--- src/rtl/regfile_pkg.sv ---
// Shared constants and slice helpers for the register-file writeback path.
// Packed requester buses place requester i at bits [i*width +: width].
package regfile_pkg;

  localparam int XLEN    = 32;
  localparam int RADDR_W = 5;
  localparam int NREGS   = 32;

  localparam logic [RADDR_W-1:0] ZERO_REG = 5'd0;

  localparam int ADDR_STRIDE = RADDR_W;
  localparam int DATA_STRIDE = XLEN;

  function automatic int slice_lsb(input int idx, input int width);
    return idx * width;
  endfunction

endpackage

--- src/rtl/wb_rr_arbiter.sv ---
// Round-robin arbiter for the shared writeback port.
// Grant depends only on req_valid and the rotating priority pointer.
module wb_rr_arbiter
  import regfile_pkg::*;
#(
  parameter int NREQ = 3,
  localparam int IDX_W = (NREQ > 1) ? $clog2(NREQ) : 1
) (
  input  logic             clk,
  input  logic             rst_n,
  input  logic [NREQ-1:0]  req_valid,
  input  logic             transfer,
  output logic [NREQ-1:0]  grant,
  output logic [IDX_W-1:0] grant_idx
);

  logic [IDX_W-1:0] rr_ptr_q, rr_ptr_d;
  logic             found;
  int               cand;

  // Scan upward from rr_ptr with wrap; the first valid requester wins.
  always_comb begin
    grant     = '0;
    grant_idx = '0;
    found     = 1'b0;
    cand      = 0;
    for (int off = 0; off < NREQ; off++) begin
      cand = (int'(rr_ptr_q) + off) % NREQ;
      if (!found && req_valid[IDX_W'(cand)]) begin
        found                 = 1'b1;
        grant[IDX_W'(cand)]   = 1'b1;
        grant_idx             = IDX_W'(cand);
      end
    end
  end

  always_comb begin
    rr_ptr_d = rr_ptr_q;
    if (transfer) begin
      rr_ptr_d = (grant_idx == IDX_W'(NREQ - 1)) ? '0 : grant_idx + 1'b1;
    end
  end

  always_ff @(posedge clk or negedge rst_n) begin
    if (!rst_n) begin
      rr_ptr_q <= '0;
    end else begin
      rr_ptr_q <= rr_ptr_d;
    end
  end

endmodule

--- src/rtl/regfile_wb_arbiter.sv ---
// Writeback arbiter for the register file: round-robin port sharing,
// registered write outputs and a pending-write scoreboard for RAW stalls.
module regfile_wb_arbiter
  import regfile_pkg::*;
#(
  parameter int NREQ    = 3,
  parameter int XLEN    = regfile_pkg::XLEN,
  parameter int RADDR_W = regfile_pkg::RADDR_W
) (
  input  logic                    clk,
  input  logic                    rst_n,
  input  logic [NREQ-1:0]         req_valid,
  input  logic [NREQ*RADDR_W-1:0] req_addr,
  input  logic [NREQ*XLEN-1:0]    req_data,
  output logic [NREQ-1:0]         req_ready,
  input  logic                    alloc_valid,
  input  logic [RADDR_W-1:0]      alloc_addr,
  input  logic                    flush,
  input  logic [RADDR_W-1:0]      rs1_addr,
  input  logic [RADDR_W-1:0]      rs2_addr,
  output logic                    rs1_busy,
  output logic                    rs2_busy,
  output logic                    write_reg,
  output logic [RADDR_W-1:0]      dstreg_addr,
  output logic [XLEN-1:0]         dstreg_data
);

  localparam int IDX_W    = (NREQ > 1) ? $clog2(NREQ) : 1;
  localparam int NUM_REGS = 1 << RADDR_W;
  localparam logic [RADDR_W-1:0] ZERO_ADDR = RADDR_W'(ZERO_REG);

  logic [NREQ-1:0]     grant;
  logic [IDX_W-1:0]    grant_idx;
  logic                transfer;
  logic [RADDR_W-1:0]  gnt_addr;
  logic [XLEN-1:0]     gnt_data;

  logic                write_reg_q, write_reg_d;
  logic [RADDR_W-1:0]  dstreg_addr_q, dstreg_addr_d;
  logic [XLEN-1:0]     dstreg_data_q, dstreg_data_d;
  logic [NUM_REGS-1:0] busy_q, busy_d;

  wb_rr_arbiter #(
    .NREQ (NREQ)
  ) u_arb (
    .clk       (clk),
    .rst_n     (rst_n),
    .req_valid (req_valid),
    .transfer  (transfer),
    .grant     (grant),
    .grant_idx (grant_idx)
  );

  assign req_ready = grant;
  assign transfer  = |grant;
  assign gnt_addr  = req_addr[slice_lsb(int'(grant_idx), RADDR_W) +: RADDR_W];
  assign gnt_data  = req_data[slice_lsb(int'(grant_idx), XLEN) +: XLEN];

  // A write to register 0 still retires its producer but never reaches the file.
  always_comb begin
    write_reg_d   = transfer && (gnt_addr != ZERO_ADDR);
    dstreg_addr_d = dstreg_addr_q;
    dstreg_data_d = dstreg_data_q;
    if (transfer) begin
      dstreg_addr_d = gnt_addr;
      dstreg_data_d = gnt_data;
    end
  end

  // Flush beats a new allocation, which beats the retiring write's clear.
  always_comb begin
    busy_d = busy_q;
    for (int r = 1; r < NUM_REGS; r++) begin
      if (flush) begin
        busy_d[r] = 1'b0;
      end else if (alloc_valid && (alloc_addr == RADDR_W'(r))) begin
        busy_d[r] = 1'b1;
      end else if (transfer && (gnt_addr == RADDR_W'(r))) begin
        busy_d[r] = 1'b0;
      end
    end
    busy_d[0] = 1'b0;
  end

  always_ff @(posedge clk or negedge rst_n) begin
    if (!rst_n) begin
      write_reg_q   <= 1'b0;
      dstreg_addr_q <= '0;
      dstreg_data_q <= '0;
      busy_q        <= '0;
    end else begin
      write_reg_q   <= write_reg_d;
      dstreg_addr_q <= dstreg_addr_d;
      dstreg_data_q <= dstreg_data_d;
      busy_q        <= busy_d;
    end
  end

  assign write_reg   = write_reg_q;
  assign dstreg_addr = dstreg_addr_q;
  assign dstreg_data = dstreg_data_q;
  assign rs1_busy    = (rs1_addr != ZERO_ADDR) && busy_q[rs1_addr];
  assign rs2_busy    = (rs2_addr != ZERO_ADDR) && busy_q[rs2_addr];

endmodule

--- config.mk ---
export PLATFORM = sky130hd
export DESIGN_NAME = regfile_wb_arbiter
export DESIGN_NICKNAME = d
export VERILOG_FILES = /design/src/rtl/regfile_pkg.sv /design/src/rtl/wb_rr_arbiter.sv /design/src/rtl/regfile_wb_arbiter.sv
export SDC_FILE = /design/constraint.sdc
export NUM_CORES = 1
export LEC_CHECK = 0
export ABC_CLOCK_PERIOD_IN_PS = 5400
export BUFFER_PORTS_ARGS = -buffer_cell sky130_fd_sc_hd__buf_2
export CAP_MARGIN = 20
export CORE_MARGIN = 1
export CORE_UTILIZATION = 33
export CTS_BUF_LIST = sky130_fd_sc_hd__clkbuf_4
export CTS_CLUSTER_DIAMETER = 120
export DETAILED_ROUTE_END_ITERATION = 6
export GPL_TIMING_DRIVEN = 0
export PLACE_DENSITY_LB_ADDON = 0.15
export SKIP_CTS_REPAIR_TIMING = 1
export SLEW_MARGIN = 15
export SYNTH_ARGS = -nofsm -noshare
export SYNTH_HDL_FRONTEND = slang
export SYNTH_HIERARCHICAL = 1
export SYNTH_SLANG_ARGS = --single-unit
--- constraint.sdc ---
create_clock -name clk -period 5.4 [get_ports clk]
set_input_delay 0.54 -clock clk [delete_from_list [all_inputs] [get_ports clk]]
set_output_delay 0.54 -clock clk [all_outputs]
set_load 0.02 [all_outputs]
==> impl_results.md <==
* Post-route DRC at 0
* Hold path start: flush
* CTS sink cnt at 71
* Port Buffers at 170
* Worst-Skew Late Latency at 0.42 ns
* Detail-routed via count per cell at 5.23
* Clk pin slew, worst setup/hold paths at 0.12 ns
* Row cnt at 44
* First-iteration detailed-routing DRC count at 183
* Initial antenna violation count at 1
* Layout cells sized above 1 at 0.308
* Grt ovf at 0
* Final WL at 15.3 mm
* Largest net degree at the start of global routing at 52
* CP most frequent cell: inv_1
* Max_cap viols at 0
* Antenna-violating nets left at 0
* Global Route met1 Usage at 0.253
* Status: finished, final reports clean
* Mapped Avg Cell Area at 8.59 um^2
* Top post-synthesis cells by area: dfrtp_1, mux2i_1, nor2_1, a21oi_1, a211oi_1
* Worst path slowest cell: nor3_1
* Max reg flops at 32
* First drt pass iteration count at 4
* Crit path DAT at 3.81 ns
* Core Area at 14,500 um^2
* H-tree lvl count at 3
* Routability congestion estimate from global placement at 0.848
* Commonest non-fill, non-tap cell in the layout: buf_2
* Synthesized instance count at 566
* Grt peak-use layer: met2
* CP Class: flop to flop
* Worst Skew at 0.00616 ns
* Most frequent cells in the layout: buf_2, nor2_1, a21oi_1
* Power density cells at 587 nW/um^2
* Detail Placement HPWL at 12.2 mm
* M2 GR Usage at 0.347
* RSZ-0062 raised after global routing: no
* Setup crit end kind: flop
* R2R Setup Slk at 1.86 ns
* NumNets Final at 886
* Ys flop type: dfrtp_1
* Slew Limit Headroom at 0.557
* Yosys reg bits at 71
* Die W at 123 um
* Cell-by-cell trace of the critical path: inv_1, ha_1, buf_2, o31a_1, o31ai_2, nand3_2, inv_1, buf_4, mux2i_1, o211ai_2, nor3_1, a211oi_1
* Max stage delay on crit path at 0.53 ns
* Worst R2R End: busy_q[15]
* R2R depth at 12
* Leading area contributor after synthesis: dfrtp_1
* Crit-path max FO at 10
* Num CTS Buffers at 9
* Crit start category: flop
* Crit path time final at 3.54 ns
* Final count of pins violating max slew at 0
* Syn-to-layout area delta at 25.2%
* Post-synth top area share at 0.365
* Total GRT Usage at 0.203
* WHS Endpoint: busy_q[18]
* Distinct cells, synth at 52
* Clock buffer depth at 2
* Post-Syn Area at 4860 um^2
* Vias in the first global route at 4,561
* Critical Path RT at 5.68 ns
* Via Count at 4,907
* Io pins at 176
* GR Util met3 at 0.0424
* Worst path bufs/invs at 4
* Die area at 15,200 um^2
* Hold Path Class: input port to flop
* Cell family with most CP delay: compound AO/OA/AOI/OAI gates
* CTS root buf: clkbuf_4
* Period utilization at 0.655
* Post-synthesis async set-or-reset flop share at 1.00
* Leakage power at 2.73 nW
* # setup viols final at 0
* Layout Utilization at 0.421
* Peak VDD IR at 0.379 mV
* Worst Tran Pin Value at 0.661 ns
* Final hold violations at 0
* Worst flop-to-flop path startpoint: u_arb/rr_ptr_q[0]
* Syn_nets at 703
* First-pass GRT wire length at 23.5 mm
* Initial core utilization at 0.336
* Chip height at 123 um
* TNS Setup at 0 ns
* CTS tree: done
* Synthesis Warnings at 6
* Total power at 3.58 mW
* Post-synthesis sequential area ratio at 0.365
* Hold path depth at 2
* DR WL/cell at 16.3 um
* Post-synth EDFFs at 0
* F_max at 0.283 GHz
## worst reg2reg max path: stages, from the launching register on
cell and delay, ns:
dfrtp_1 0.40, inv_1 0.09, ha_1 0.29, buf_2 0.18
o31a_1 0.34, o31ai_2 0.26, nand3_2 0.13, inv_1 0.19
buf_4 0.25, mux2i_1 0.37, o211ai_2 0.21, nor3_1 0.53
a211oi_1 0.16
## worst max path at each step
stage                                 start           endpoint  slack (ns)  depth (start not counted)
after CTS                 u_arb/rr_ptr_q[0]         busy_q[15]        1.81                         12
after floorplan           u_arb/rr_ptr_q[0]  u_arb/rr_ptr_q[0]        1.94                         11
after detailed placement  u_arb/rr_ptr_q[0]         busy_q[15]        1.84                         12
after global routing      u_arb/rr_ptr_q[0]         busy_q[15]        1.62                         12
after global placement    u_arb/rr_ptr_q[0]         busy_q[14]        1.93                         12
final                     u_arb/rr_ptr_q[0]         busy_q[15]        1.86                         12
## area by class of cell
class,count,area [um^2]
Clock inverter,5,26.3
Inverter,11,41.3
Tap cell,184,230
Fill cell,1484,8390
Antenna cell,1,2.50
Timing Repair Buffer,172,891
Clock buffer,10,75.1
Buffer,43,196
Sequential cell,71,1780
Multi-Input combinational cell,441,2850
## metal layers
metal / wire (um) / share of wire
met2: 7580 / 0.49
met1: 6630 / 0.43
met3: 889 / 0.058
met4: 234 / 0.015
met5: 0 / 0
## power breakdown
part	internal [mW]	switching, mW	total [mW]
combinational	0.883	1.59	2.48
clock	0.0936	0.199	0.292
sequential	0.719	0.0892	0.808
## Yosys cell counts (4+ instances only)
cell,n
nand2b_1,6
nand2_1,15
dfrtp_1,71
a211oi_1,32
buf_2,16
nor2b_1,6
nor2_1,126
inv_1,10
nand3_1,6
clkbuf_1,23
ha_1,4
buf_4,4
a2bb2oi_2,4
nor3_1,40
nor4_4,4
nand4_1,6
a22oi_1,4
mux2i_1,63
a21oi_1,74
## through the flow
step / hold slack [ns] / setup slack [ns] / instance area [um^2] / std cells
6_report: 0.309 / 1.86 / 6090 / 938
3_3_place_gp: 0.474 / 1.93 / 5950 / 920
4_1_cts: -0.0254 / 1.81 / 6080 / 936
3_5_place_dp: 0.452 / 1.84 / 5980 / 921
5_1_grt: 0.297 / 1.62 / 6090 / 938
2_1_floorplan: 0.244 / 1.94 / 4860 / 566
## kinds of logic (layout without fill, tap and decap cells)
logic type	count (synthesis)	after routing	share of synthesized area
and+or+nand+nor	227	227	0.232
AOI/OAI and AO/OA	142	142	0.195
DFF	71	71	0.365
muxes	68	68	0.148
buffers and inverters	54	241	0.0489
adders and majority gates	4	4	0.0103
other	0	1	0
(Power assumes the default switching activity.)
